==> config.mk <==
export PLATFORM = sky130hd
export DESIGN_NAME = seg7_scan_controller
export DESIGN_NICKNAME = d
export VERILOG_FILES = /design/src/rtl/seg7_scan_controller.sv
export SDC_FILE = /design/constraint.sdc
export NUM_CORES = 1
export LEC_CHECK = 0
export CORE_UTILIZATION = 55
export DETAILED_ROUTE_END_ITERATION = 8
export DONT_BUFFER_PORTS = 1
export GPL_TIMING_DRIVEN = 0
export PLACE_DENSITY = 0.7
export SETUP_SLACK_MARGIN = 0.2
export SYNTH_ARGS = -nofsm -noshare
export SYNTH_HDL_FRONTEND = slang
export SYNTH_SLANG_ARGS = --single-unit
==> constraint.sdc <==
create_clock -name clk -period 6.27 [get_ports clk]
set_input_delay 0.627 -clock clk [delete_from_list [all_inputs] [get_ports clk]]
set_output_delay 0.627 -clock clk [all_outputs]
set_load 0.005 [all_outputs]
==> src/rtl/seg7_scan_controller.sv <==
// Multiplexed seven-segment controller: captures a binary result, converts it to BCD
// with a sequential shift-add-3 engine and scans it across common-anode digits.
module seg7_scan_controller #(
   parameter int WIDTH       = 8,
   parameter int DIGITS      = 4,
   parameter int REFRESH_DIV = 50000
) (
   input  logic              clk,
   input  logic              reset,
   input  logic              load,
   input  logic [WIDTH-1:0]  value,
   input  logic              is_signed,
   input  logic              blank_zeros,
   output logic [6:0]        seg,
   output logic [DIGITS-1:0] an,
   output logic              busy,
   output logic              overflow
);

   // WIDTH/3+1 nibbles always hold 2**WIDTH-1 because 2**3 < 10.
   localparam int NIB = WIDTH / 3 + 1;
   localparam int BW  = NIB * 4;
   localparam int EXT = (NIB > DIGITS) ? NIB : DIGITS;
   localparam int EW  = EXT * 4;
   localparam int CW  = $clog2(WIDTH);
   localparam int RW  = $clog2(REFRESH_DIV);
   localparam int IW  = $clog2(DIGITS);

   localparam logic [6:0] SEG_MINUS = 7'b0111111;
   localparam logic [6:0] SEG_BLANK = 7'b1111111;

   typedef enum logic [1:0] {
      IDLE    = 2'd0,
      CONVERT = 2'd1,
      COMMIT  = 2'd2
   } state_t;

   function automatic logic [BW-1:0] add3(input logic [BW-1:0] b);
      logic [BW-1:0] r;
      r = b;
      for (int i = 0; i < NIB; i++) begin
         r[i*4 +: 4] = (b[i*4 +: 4] >= 4'd5) ? (b[i*4 +: 4] + 4'd3) : b[i*4 +: 4];
      end
      return r;
   endfunction

   function automatic logic ovf_of(input logic [BW-1:0] b, input logic n);
      logic o;
      int   cap;
      o   = 1'b0;
      cap = n ? (DIGITS - 1) : DIGITS;
      for (int i = 0; i < NIB; i++) begin
         o = o | ((i >= cap) && (b[i*4 +: 4] != 4'd0));
      end
      return o;
   endfunction

   function automatic logic [6:0] seg_of(input logic [3:0] d);
      logic [6:0] s;
      case (d)
         4'd0:    s = 7'b1000000;
         4'd1:    s = 7'b1111001;
         4'd2:    s = 7'b0100100;
         4'd3:    s = 7'b0110000;
         4'd4:    s = 7'b0011001;
         4'd5:    s = 7'b0010010;
         4'd6:    s = 7'b0000010;
         4'd7:    s = 7'b1111000;
         4'd8:    s = 7'b0000000;
         4'd9:    s = 7'b0010000;
         default: s = SEG_BLANK;
      endcase
      return s;
   endfunction

   state_t           state_q;
   logic             busy_q;
   logic [CW-1:0]    cnt_q;
   logic [BW-1:0]    bcd_q;
   logic [WIDTH-1:0] mag_q;
   logic             neg_q;
   logic             blank_q;
   logic [EW-1:0]    disp_q;
   logic             disp_neg_q;
   logic             disp_blank_q;
   logic             ovf_q;
   logic [RW-1:0]    rcnt_q, rcnt_d;
   logic [IW-1:0]    idx_q, idx_d;
   logic [BW-1:0]    bcd_adj;

   assign bcd_adj = add3(bcd_q);

   // Conversion FSM; the display register only changes in COMMIT so a reset mid-run drops the partial result.
   always_ff @(posedge clk) begin
      if (reset) begin
         state_q      <= IDLE;
         busy_q       <= 1'b0;
         cnt_q        <= '0;
         bcd_q        <= '0;
         mag_q        <= '0;
         neg_q        <= 1'b0;
         blank_q      <= 1'b0;
         disp_q       <= '0;
         disp_neg_q   <= 1'b0;
         disp_blank_q <= 1'b1;
         ovf_q        <= 1'b0;
      end else begin
         case (state_q)
            IDLE: begin
               if (load) begin
                  mag_q   <= (is_signed && value[WIDTH-1]) ? (-value) : value;
                  neg_q   <= is_signed && value[WIDTH-1];
                  blank_q <= blank_zeros;
                  bcd_q   <= '0;
                  cnt_q   <= '0;
                  busy_q  <= 1'b1;
                  state_q <= CONVERT;
               end else begin
                  state_q <= IDLE;
               end
            end
            CONVERT: begin
               bcd_q <= {bcd_adj[BW-2:0], mag_q[WIDTH-1]};
               mag_q <= {mag_q[WIDTH-2:0], 1'b0};
               if (cnt_q == CW'(WIDTH - 1)) begin
                  state_q <= COMMIT;
               end else begin
                  cnt_q <= cnt_q + CW'(1);
               end
            end
            COMMIT: begin
               disp_q       <= EW'(bcd_q);
               disp_neg_q   <= neg_q;
               disp_blank_q <= blank_q;
               ovf_q        <= ovf_of(bcd_q, neg_q);
               busy_q       <= 1'b0;
               state_q      <= IDLE;
            end
            default: begin
               busy_q  <= 1'b0;
               state_q <= IDLE;
            end
         endcase
      end
   end

   // Refresh counter and digit index next-state.
   always_comb begin
      rcnt_d = rcnt_q + RW'(1);
      idx_d  = idx_q;
      if (rcnt_q == RW'(REFRESH_DIV - 1)) begin
         rcnt_d = '0;
         idx_d  = (idx_q == IW'(DIGITS - 1)) ? '0 : (idx_q + IW'(1));
      end else begin
         idx_d  = idx_q;
      end
   end

   // Scanner state, free running regardless of the FSM.
   always_ff @(posedge clk) begin
      if (reset) begin
         rcnt_q <= '0;
         idx_q  <= '0;
      end else begin
         rcnt_q <= rcnt_d;
         idx_q  <= idx_d;
      end
   end

   int         msnz;
   int         k;
   logic [3:0] cur;

   // Segment decode of the currently scanned digit.
   always_comb begin
      msnz = 0;
      for (int i = 0; i < DIGITS; i++) begin
         msnz = (disp_q[i*4 +: 4] != 4'd0) ? i : msnz;
      end
      k   = int'(idx_q);
      cur = disp_q[k*4 +: 4];
      if (ovf_q) begin
         seg = SEG_MINUS;
      end else if (disp_blank_q && (k > msnz)) begin
         seg = (disp_neg_q && (k == msnz + 1)) ? SEG_MINUS : SEG_BLANK;
      end else if (!disp_blank_q && disp_neg_q && (k == DIGITS - 1)) begin
         seg = SEG_MINUS;
      end else begin
         seg = seg_of(cur);
      end
   end

   assign an       = ~(DIGITS'(1) << idx_q);
   assign busy     = busy_q;
   assign overflow = ovf_q;

endmodule

; ---- After elaboration in Yosys (flattened, before gate mapping)
; Memory sizes are Yosys's and may differ from the RTL's.
; Cells that the tools add are included.
; W data, S select, Z words.
[totals]
regBits = 61
romBits = 112
inputBits = 13
output_inout_bits = 13
n_memories = 1
[classes]
n_addsub = 8
order_cmp = 7
n_eq_ne = 10
n_shift = 2
muxes = 24
bitwise_logic = 4
reduce_logical = 21
[memory_table]
columns = memory, depth, word_bits, read_ports, rd_clocked_by_memory_dff, wr, line
row1 = (name not given), 16, 7, 1, 0, 0, 60  ; case (d)
[op_table]
columns = operator, count
row1 = $mux W7, 4
row2 = $pmux W12 S2, 1
row3 = $reduce_bool A4 Y1, 5
row4 = $add A16 B1 Y16 const B, 1
row5 = $eq A16 B16 Y1 const B, 1
row6 = $mux W8, 2
row7 = $pmux W8 S2, 1
row8 = $shiftx A16 B5 Y4, 1
row9 = $ge A4 B3 Y1 const B, 3
row10 = $mux W12, 1
row11 = $mux W3, 4
row12 = $add A4 B2 Y4 const B, 2
row13 = $logic_and A1 B1 Y1, 8
row14 = $mux W4, 2
row15 = $neg A8 Y8, 1
row16 = $ge A1 B3 Y1 const A, 2
row17 = $mux W2, 3
row18 = $ne A2 B2 Y1 const B, 3
row19 = $pmux W3 S2, 1
row20 = $reduce_and A2 Y1, 3
row21 = $eq A2 B1 Y1 const B, 2
row22 = $eq A2 B2 Y1 const B, 2
row23 = $not A4 Y4, 1
row24 = $pmux W2 S2, 1
row25 = other kinds (18), 21

; ---- Logic depth before layout (Yosys ltp)
; Gate-level depths: netlist of the first run.
[logic_depth]
word_depth = 9
ltp_mapped = 8
mapped_depth_nobuf = 7

; ---- Least setup slack after synthesis of the first run
; No wires, ideal clock.
[synth_path]
path_kind = reg2out
from = register disp_q[8]
to = output seg[6]
arrival_time_ns = 1.833
t_required_ns = 5.643
slack_ns = 3.810
path_stages_with_launch = 8
n_path_buf = 0
cell_sequence = dfxtp_1 -> or4_4 -> nor2_1 -> ha_1 -> nor3_2 -> o211ai_1 -> o21a_2 -> a22o_1
[synth_between]
elab_chain_cells = 8
word_cells_on_any_way = 13
[synth_rtl]
columns = item, line
row1 = "start, declared", 83  ; logic [EW-1:0] disp_q;
row2 = "start signal, assigned", 132  ; disp_q <= EW'(bcd_q);
row3 = branches (longest 6 deep; another with $mem_v2 Z16 W7), --
row4 = $mux W7 *, 184  ; end else if (disp_blank_q && (k > msnz)) begin
row5 = $mux W7 *, 182  ; if (ovf_q) begin
row6 = "end, declared", 14  ; output logic [6:0] seg,
; Mark *: on every way between the ends.

; ---- Final worst setup path of the first run
[layout_path]
from = register idx_q[1]
to = output seg[6]
[layout_between]
elab_chain_cells = 5
word_cells_on_any_way = 12
[layout_rtl]
columns = item, line
row1 = "start, declared", 88  ; logic [IW-1:0] idx_q, idx_d;
row2 = "start signal, assigned", 166  ; idx_q <= idx_d;
row3 = $shiftx A16 B5 Y4 (tied with other cells), 181  ; cur = disp_q[k*4 +: 4];
row4 = $mem_v2 Z16 W7 (tied with other cells), --
row5 = "$mux W7, on equally long branches", "186, 185"
row6 = $mux W7 *, 184
row7 = $mux W7 *, 182
; Mark *: on every way between the ends. The rest lies on a longest branch, timed or not.

==> results.json, run 1 <==
{
  "status": "finished, final reports clean",
  "switchingPower_mw": 0.180,
  "p_int_mw": 0.596,
  "synth_cell_types": 52,
  "period_share_pct": 47.4,
  "cts_buffer_depth": 2,
  "worst_hold_slack_ps": 429,
  "seq_area_um2": 1200,
  "timing.rr.end": "rcnt_q[14]",
  "final_util_pct": 63.0,
  "seq_area_frac_synth_pct": 37.2,
  "clock_skew_ps": 6.92,
  "power_frac_seq_pct": 50.8,
  "start_util_pct": 58.0,
  "fmax_mhz": 336,
  "cts_resized": 0,
  "grt_pass1_wl_mm": 10.7,
  "yosys_warnings": 0,
  "critPathMaxFanout": 9,
  "finalNetCount": 435,
  "cap_violations": 0,
  "synthCells": 391,
  "cts_buffers": 9,
  "slew_violations": 0,
  "total_power_mw": 0.776,
  "coreArea_um2": 5570,
  "area_delta_synth_final_pct": 8.67,
  "antenna_found_initial": 0,
  "die_y_um": 78.7,
  "final_common_cell": "dfxtp_1",
  "io_pins": 26,
  "nFillCells": 510,
  "start_kind": "register",
  "combinationalPowerShare_pct": 5.9,
  "wl_per_cell_um": 13.1,
  "crit_slowest_cell": "a22oi_1",
  "hpwl_mm": 4.59,
  "hold_class": "in2reg",
  "timing.rr.start": "rcnt_q[0]",
  "grt_max_degree": 11,
  "num_vias": 2633,
  "gp_congestion": 0.822,
  "drive_gt1_share_pct": 8.13,
  "grt-ovfl-total": 0,
  "clk_pin_slew_ps": 70,
  "syn_area_per_cell_um2": 8.27,
  "power-per-cell-area_nw_per_um2": 221,
  "h-tree-depth": 3,
  "synth_edf_count": 0,
  "final_cell_mix": "dfxtp_1, nor2_1, nand2_1",
  "relSlewSlack_pct": 65.2,
  "drt_iter0_drc": 92,
  "crit_type": "reg2out",
  "ys_async_sr_fraction_pct": 0,
  "die_w_um": 78.7,
  "worst-endpoint-required_ps": 5640,
  "clock-sinks": 60,
  "clk_latency_ps": 340,
  "wl_mm": 6.27,
  "setup_viol": 0,
  "yosys_most_used_dff": "dfxtp_1",
  "fin_tns_setup_ps": 0,
  "multi_input_area_um2": 1870,
  "r2r_cells": 8,
  "yosys-top-cells-area": "dfxtp_1, ha_1, nor2_1",
  "post_cts_buffers": 0,
  "placement_rows": 27,
  "crit_start": "idx_q[1]",
  "portBuffers": 0,
  "yosys.area.top_type": "dfxtp_1",
  "syn-num-nets": 424,
  "synth_area_um2": 3230,
  "r2r_slack_ps": 4410,
  "p_leak_nw": 1.36,
  "worst_pin_slew_ps": 523,
  "synth_seq_cells": 60,
  "synth_top_area_share_pct": 37.2,
  "antenna_left": 0,
  "viasPerCell": 5.51,
  "drt_drc_violations_left": 0,
  "end_kind": "output pin",
  "cts_tree": "yes",
  "fp.dieArea_um2": 6190,
  "first_pass_iters": 4,
  "endpoint": "seg[6]",
  "sw_frac_of_total_pct": 23.2,
  "grt_pass1_vias": 2377,
  "period_needed_ps": 2970,
  "peakVddDrop_uv": 196,
  "cts_hold_buf": 0,
  "report.final.hold_viol_count": 0,
  "worstPathArrival_ps": 2350,
  "diodes": 0,
  "pwr-share-clk_pct": 43.4,
  "cpPeakStageDelay_ps": 380,
  "groute.usage.overall_pct": 22.2,
  "rsz0062_at_grt": "no",
  "root_buffer": "clkbuf_8",
  "path_cells": "buf_4 > mux2_2 > a22oi_1 > inv_1 > ha_1 > a2bb2oi_1 > a22o_1"
}
## per-layer routing
layer  GRT usage (%)  share of wire [%]
met3            5.47                4.1
met5               0                  0
met2            34.3                 44
met1            28.7                 50
met4            11.1                1.7
## synth_stat cells, drive strengths merged, types with 2 or more instances
library cell   n
a21o           2
nand2         46
a32oi          2
mux2i          8
clkbuf        11
a21oi         31
nor2b          3
dfxtp         60
a211oi         3
and2           4
nand2b         9
mux2           2
nor4           2
o2bb2ai        4
inv           20
buf            8
xor2          13
xnor2         12
nand4          2
a2bb2oi        2
a22oi         10
a22o           4
nor2          54
ha            20
nand3         12
o21ai         16
nor3           7
and3           4
a222oi         3
o211ai         3
## power groups by stage
stage	logic [mW]	clock network (mW)	registers (mW)
after floorplan	0.0356	0	0.401
after global placement	0.0450	0	0.402
after detailed placement	0.0456	0	0.403
after CTS	0.0457	0.344	0.394
after global routing	0.0509	0.360	0.395
final	0.0455	0.336	0.394
## sequential cells by signal, summed over array words and instances (netlist names)
name and flops:
rcnt_q 16, bcd_q 12, disp_q 12, mag_q 8, cnt_q 3, idx_q 2, state_q 2, blank_q 1
busy 1, disp_blank_q 1, disp_neg_q 1, neg_q 1
## logic make-up after synthesis
group	after synthesis	share of synthesized area (%)
flops	60	37.2
buf+inv	39	5.07
other cells	1	0.116
fa+ha+maj	20	7.74
compound gates	87	19.0
simple gates	149	20.9
mux	10	3.17
xor+xnor	25	6.78
## through the flow
stage | instance area [µm²] | setup slack [ps] | std cells
finish | 3510 | 3300 | 478
floorplan | 3230 | 3810 | 391
detailed placement | 3320 | 3630 | 463
CTS | 3510 | 3250 | 478
global route | 3510 | 3140 | 478
global placement | 3320 | 3660 | 463
## how the worst min path moves through the flow
stage,from,to,depth (start not counted)
after floorplan,rcnt_q[0],rcnt_q[0],1
after global placement,rcnt_q[0],rcnt_q[0],1
after CTS,blank_zeros,blank_q,2
after detailed placement,rcnt_q[0],rcnt_q[0],1
final,blank_zeros,blank_q,2
after global routing,blank_zeros,blank_q,2
## final cells by class
class | count | area share, %
clock buffer | 10 | 3.92
tap | 72 | 2.57
buffer | 19 | 2.53
clock inverter | 5 | 1.50
multi-input combinational | 292 | 53.2
inverter | 20 | 2.14
sequential | 60 | 34.2
## worst max-delay path, delay by kind of cell (launching register included)
family	cells	cell delay (ps)
fa+ha+maj	1	230
buf+inv	2	300
mux	1	340
flops	1	350
compound gates	3	790
Note: power is estimated with default switching activity, not from simulation.
==> run 2, diff against run 1 <==
--- a/config.mk
+++ b/config.mk
@@ -9,7 +9,7 @@
 export DETAILED_ROUTE_END_ITERATION = 8
 export DONT_BUFFER_PORTS = 1
 export GPL_TIMING_DRIVEN = 0
-export PLACE_DENSITY = 0.7
+export PLACE_DENSITY = 0.73
 export SETUP_SLACK_MARGIN = 0.2
 export SYNTH_ARGS = -nofsm -noshare
 export SYNTH_HDL_FRONTEND = slang
==> constraint.sdc (replaced) <==
create_clock -name clk -period 2.4 [get_ports clk]
set_input_delay 0.24 -clock clk [delete_from_list [all_inputs] [get_ports clk]]
set_output_delay 0.24 -clock clk [all_outputs]
set_load 0.005 [all_outputs]
==> run 2 against run 1 <==
Effect of this change:
- the flow now finishes with violations (setup timing)
- flip-flop and latch count stayed put
- power rose to 2.9 times the previous value
- routed wire length increased by 4.9%
- clock skew rose by 1.8 ps
- sequential power grew to 2.6 times the previous value
- first-iteration DRC count rose by 20%
- largest power group is now the clock network
- cell count is 1.9% higher
==> results.json, run 2 (same netlist as run 1, synthesis figures left out) <==
{
  "die_y_um": 78.7,
  "io_pins": 26,
  "root_buffer": "clkbuf_8",
  "path_cells": "or4_4 > nor2_4 > ha_4 > nor3_4 > o211ai_1 > o21a_2 > a22o_1",
  "report.final.hold_viol_count": 0,
  "grt_pass1_vias": 2522,
  "dp_slack_ps": 113,
  "hold_class": "in2reg",
  "num_vias": 2676,
  "status": "finished with violations",
  "finalNetCount": 443,
  "grt-ovfl-total": 0,
  "h-tree-depth": 3,
  "min_from": "blank_zeros",
  "groute.usage.overall_pct": 23.2,
  "hpwl_mm": 4.57,
  "crit_start": "disp_q[11]",
  "worstPathArrival_ps": 2200,
  "period_needed_ps": 2440,
  "drive_gt1_share_pct": 12.5,
  "placement_rows": 27,
  "violations": "setup timing",
  "rsz0062_at_grt": "yes",
  "clk_pin_slew_ps": 70,
  "cpPeakStageDelay_ps": 550,
  "final_common_cell": "dfxtp_1",
  "final.setup.worst_slack_ps": -44.8,
  "clock-sinks": 60,
  "peakVddDrop_uv": 483,
  "clock_skew_ps": 8.75,
  "worst-path-buf-inv": 0,
  "final_util_pct": 66.1,
  "crit_slowest_cell": "or4_4",
  "start_kind": "register",
  "drt_iter0_drc": 110,
  "drt_drc_violations_left": 0,
  "final_cell_mix": "dfxtp_1, nor2_1, nand2_1",
  "fin_area_um2": 3680,
  "antenna_found_initial": 0,
  "fp.dieArea_um2": 6190,
  "fin_tns_setup_ps": -90.4,
  "wl_mm": 6.58,
  "cts_buffer_depth": 2,
  "fmax_mhz": 409,
  "critPathMaxFanout": 6,
  "worst_hold_slack_ps": 58.1,
  "coreArea_um2": 5570,
  "antenna_left": 0,
  "nFillCells": 486,
  "postPlaceCellArea_um2": 3320,
  "relSlewSlack_pct": 63.0,
  "setup_viol": 5,
  "cts_hold_buf": 0,
  "dp.cells": 463,
  "reg.largest.list": "rcnt_q: 16 flops, bcd_q: 12 flops, disp_q: 12 flops",
  "start_util_pct": 58.0,
  "grt_max_degree": 11,
  "grt_pass1_wl_mm": 11.2,
  "slew_violations": 0,
  "fin_cells": 487,
  "portBuffers": 0,
  "cap_violations": 0,
  "clk_latency_ps": 340,
  "crit_type": "reg2out",
  "viasPerCell": 5.49,
  "cts_buffers": 9,
  "timing.rr.start": "rcnt_q[0]",
  "gp_congestion": 0.798,
  "cts_tree": "yes",
  "power-per-cell-area_nw_per_um2": 601,
  "worst-endpoint-required_ps": 2160,
  "p_leak_nw": 1.43,
  "worst_pin_slew_ps": 556,
  "end_kind": "output pin",
  "wl_per_cell_um": 13.5,
  "period_share_pct": 102,
  "total_power_mw": 2.21,
  "largest_register_ffs": 16,
  "critPathTopFamily": "simple AND/OR/NAND/NOR gates",
  "die_w_um": 78.7,
  "first_pass_iters": 4,
  "diodes": 0,
  "area_delta_synth_final_pct": 14.0,
  "top_register": "rcnt_q"
}
-- run 2: final timing paths --
path | end | slack [ps] | cells after the start
worst max-delay path | seg[6] | -40 | 7
worst min-delay path | blank_q | 60 | 2
worst max register to register | rcnt_q[14] | 570 | 8
worst min register to register | rcnt_q[0] | 460 | 1
-- run 2: layout make-up --
cell class | instances | area (µm²) | area share, %
Multi-Input combinational cell | 292 | 1930 | 52.4
Buffer | 19 | 92.6 | 2.51
Clock inverter | 4 | 70.1 | 1.90
Timing Repair Buffer | 8 | 60.1 | 1.63
Tap cell | 72 | 90.1 | 2.44
Clock buffer | 12 | 165 | 4.48
Sequential cell | 60 | 1200 | 32.6
Inverter | 20 | 75.1 | 2.04
-- run 2: routing by layer --
| layer | vias to the layer above | track usage [%] | share of wire (%) |
|---|---|---|---|
| met5 | - | 0 | 0 |
| met4 | 0 | 9.44 | 1.5 |
| met3 | 8 | 5.00 | 3.7 |
| met2 | 52 | 40.3 | 48 |
| met1 | 1240 | 27.6 | 47 |
| li1 | 1376 | - | - |
-- run 2: worst register-to-register path: stages (launching register included) --
cell and delay (ps):
dfxtp_1 360, ha_1 230, nand3_1 130, nor4_1 250, nand3_1 220, nand2b_1 120
buf_2 170, buf_4 190, nor2_1 60
-- run 2: timing repair --
action                                  in CTS  in global routing
buffers inserted                             6                  2
endpoints found under the setup margin       7                  7
gates resized for setup                      9                  5
pin swaps                                    4                  2
-- run 2: report_power, final --
group / switching [mW] / internal [mW]
Clock: 0.399 / 0.666
Sequential: 0.0131 / 1.02
Combinational: 0.0745 / 0.0442
Total: 0.487 / 1.73
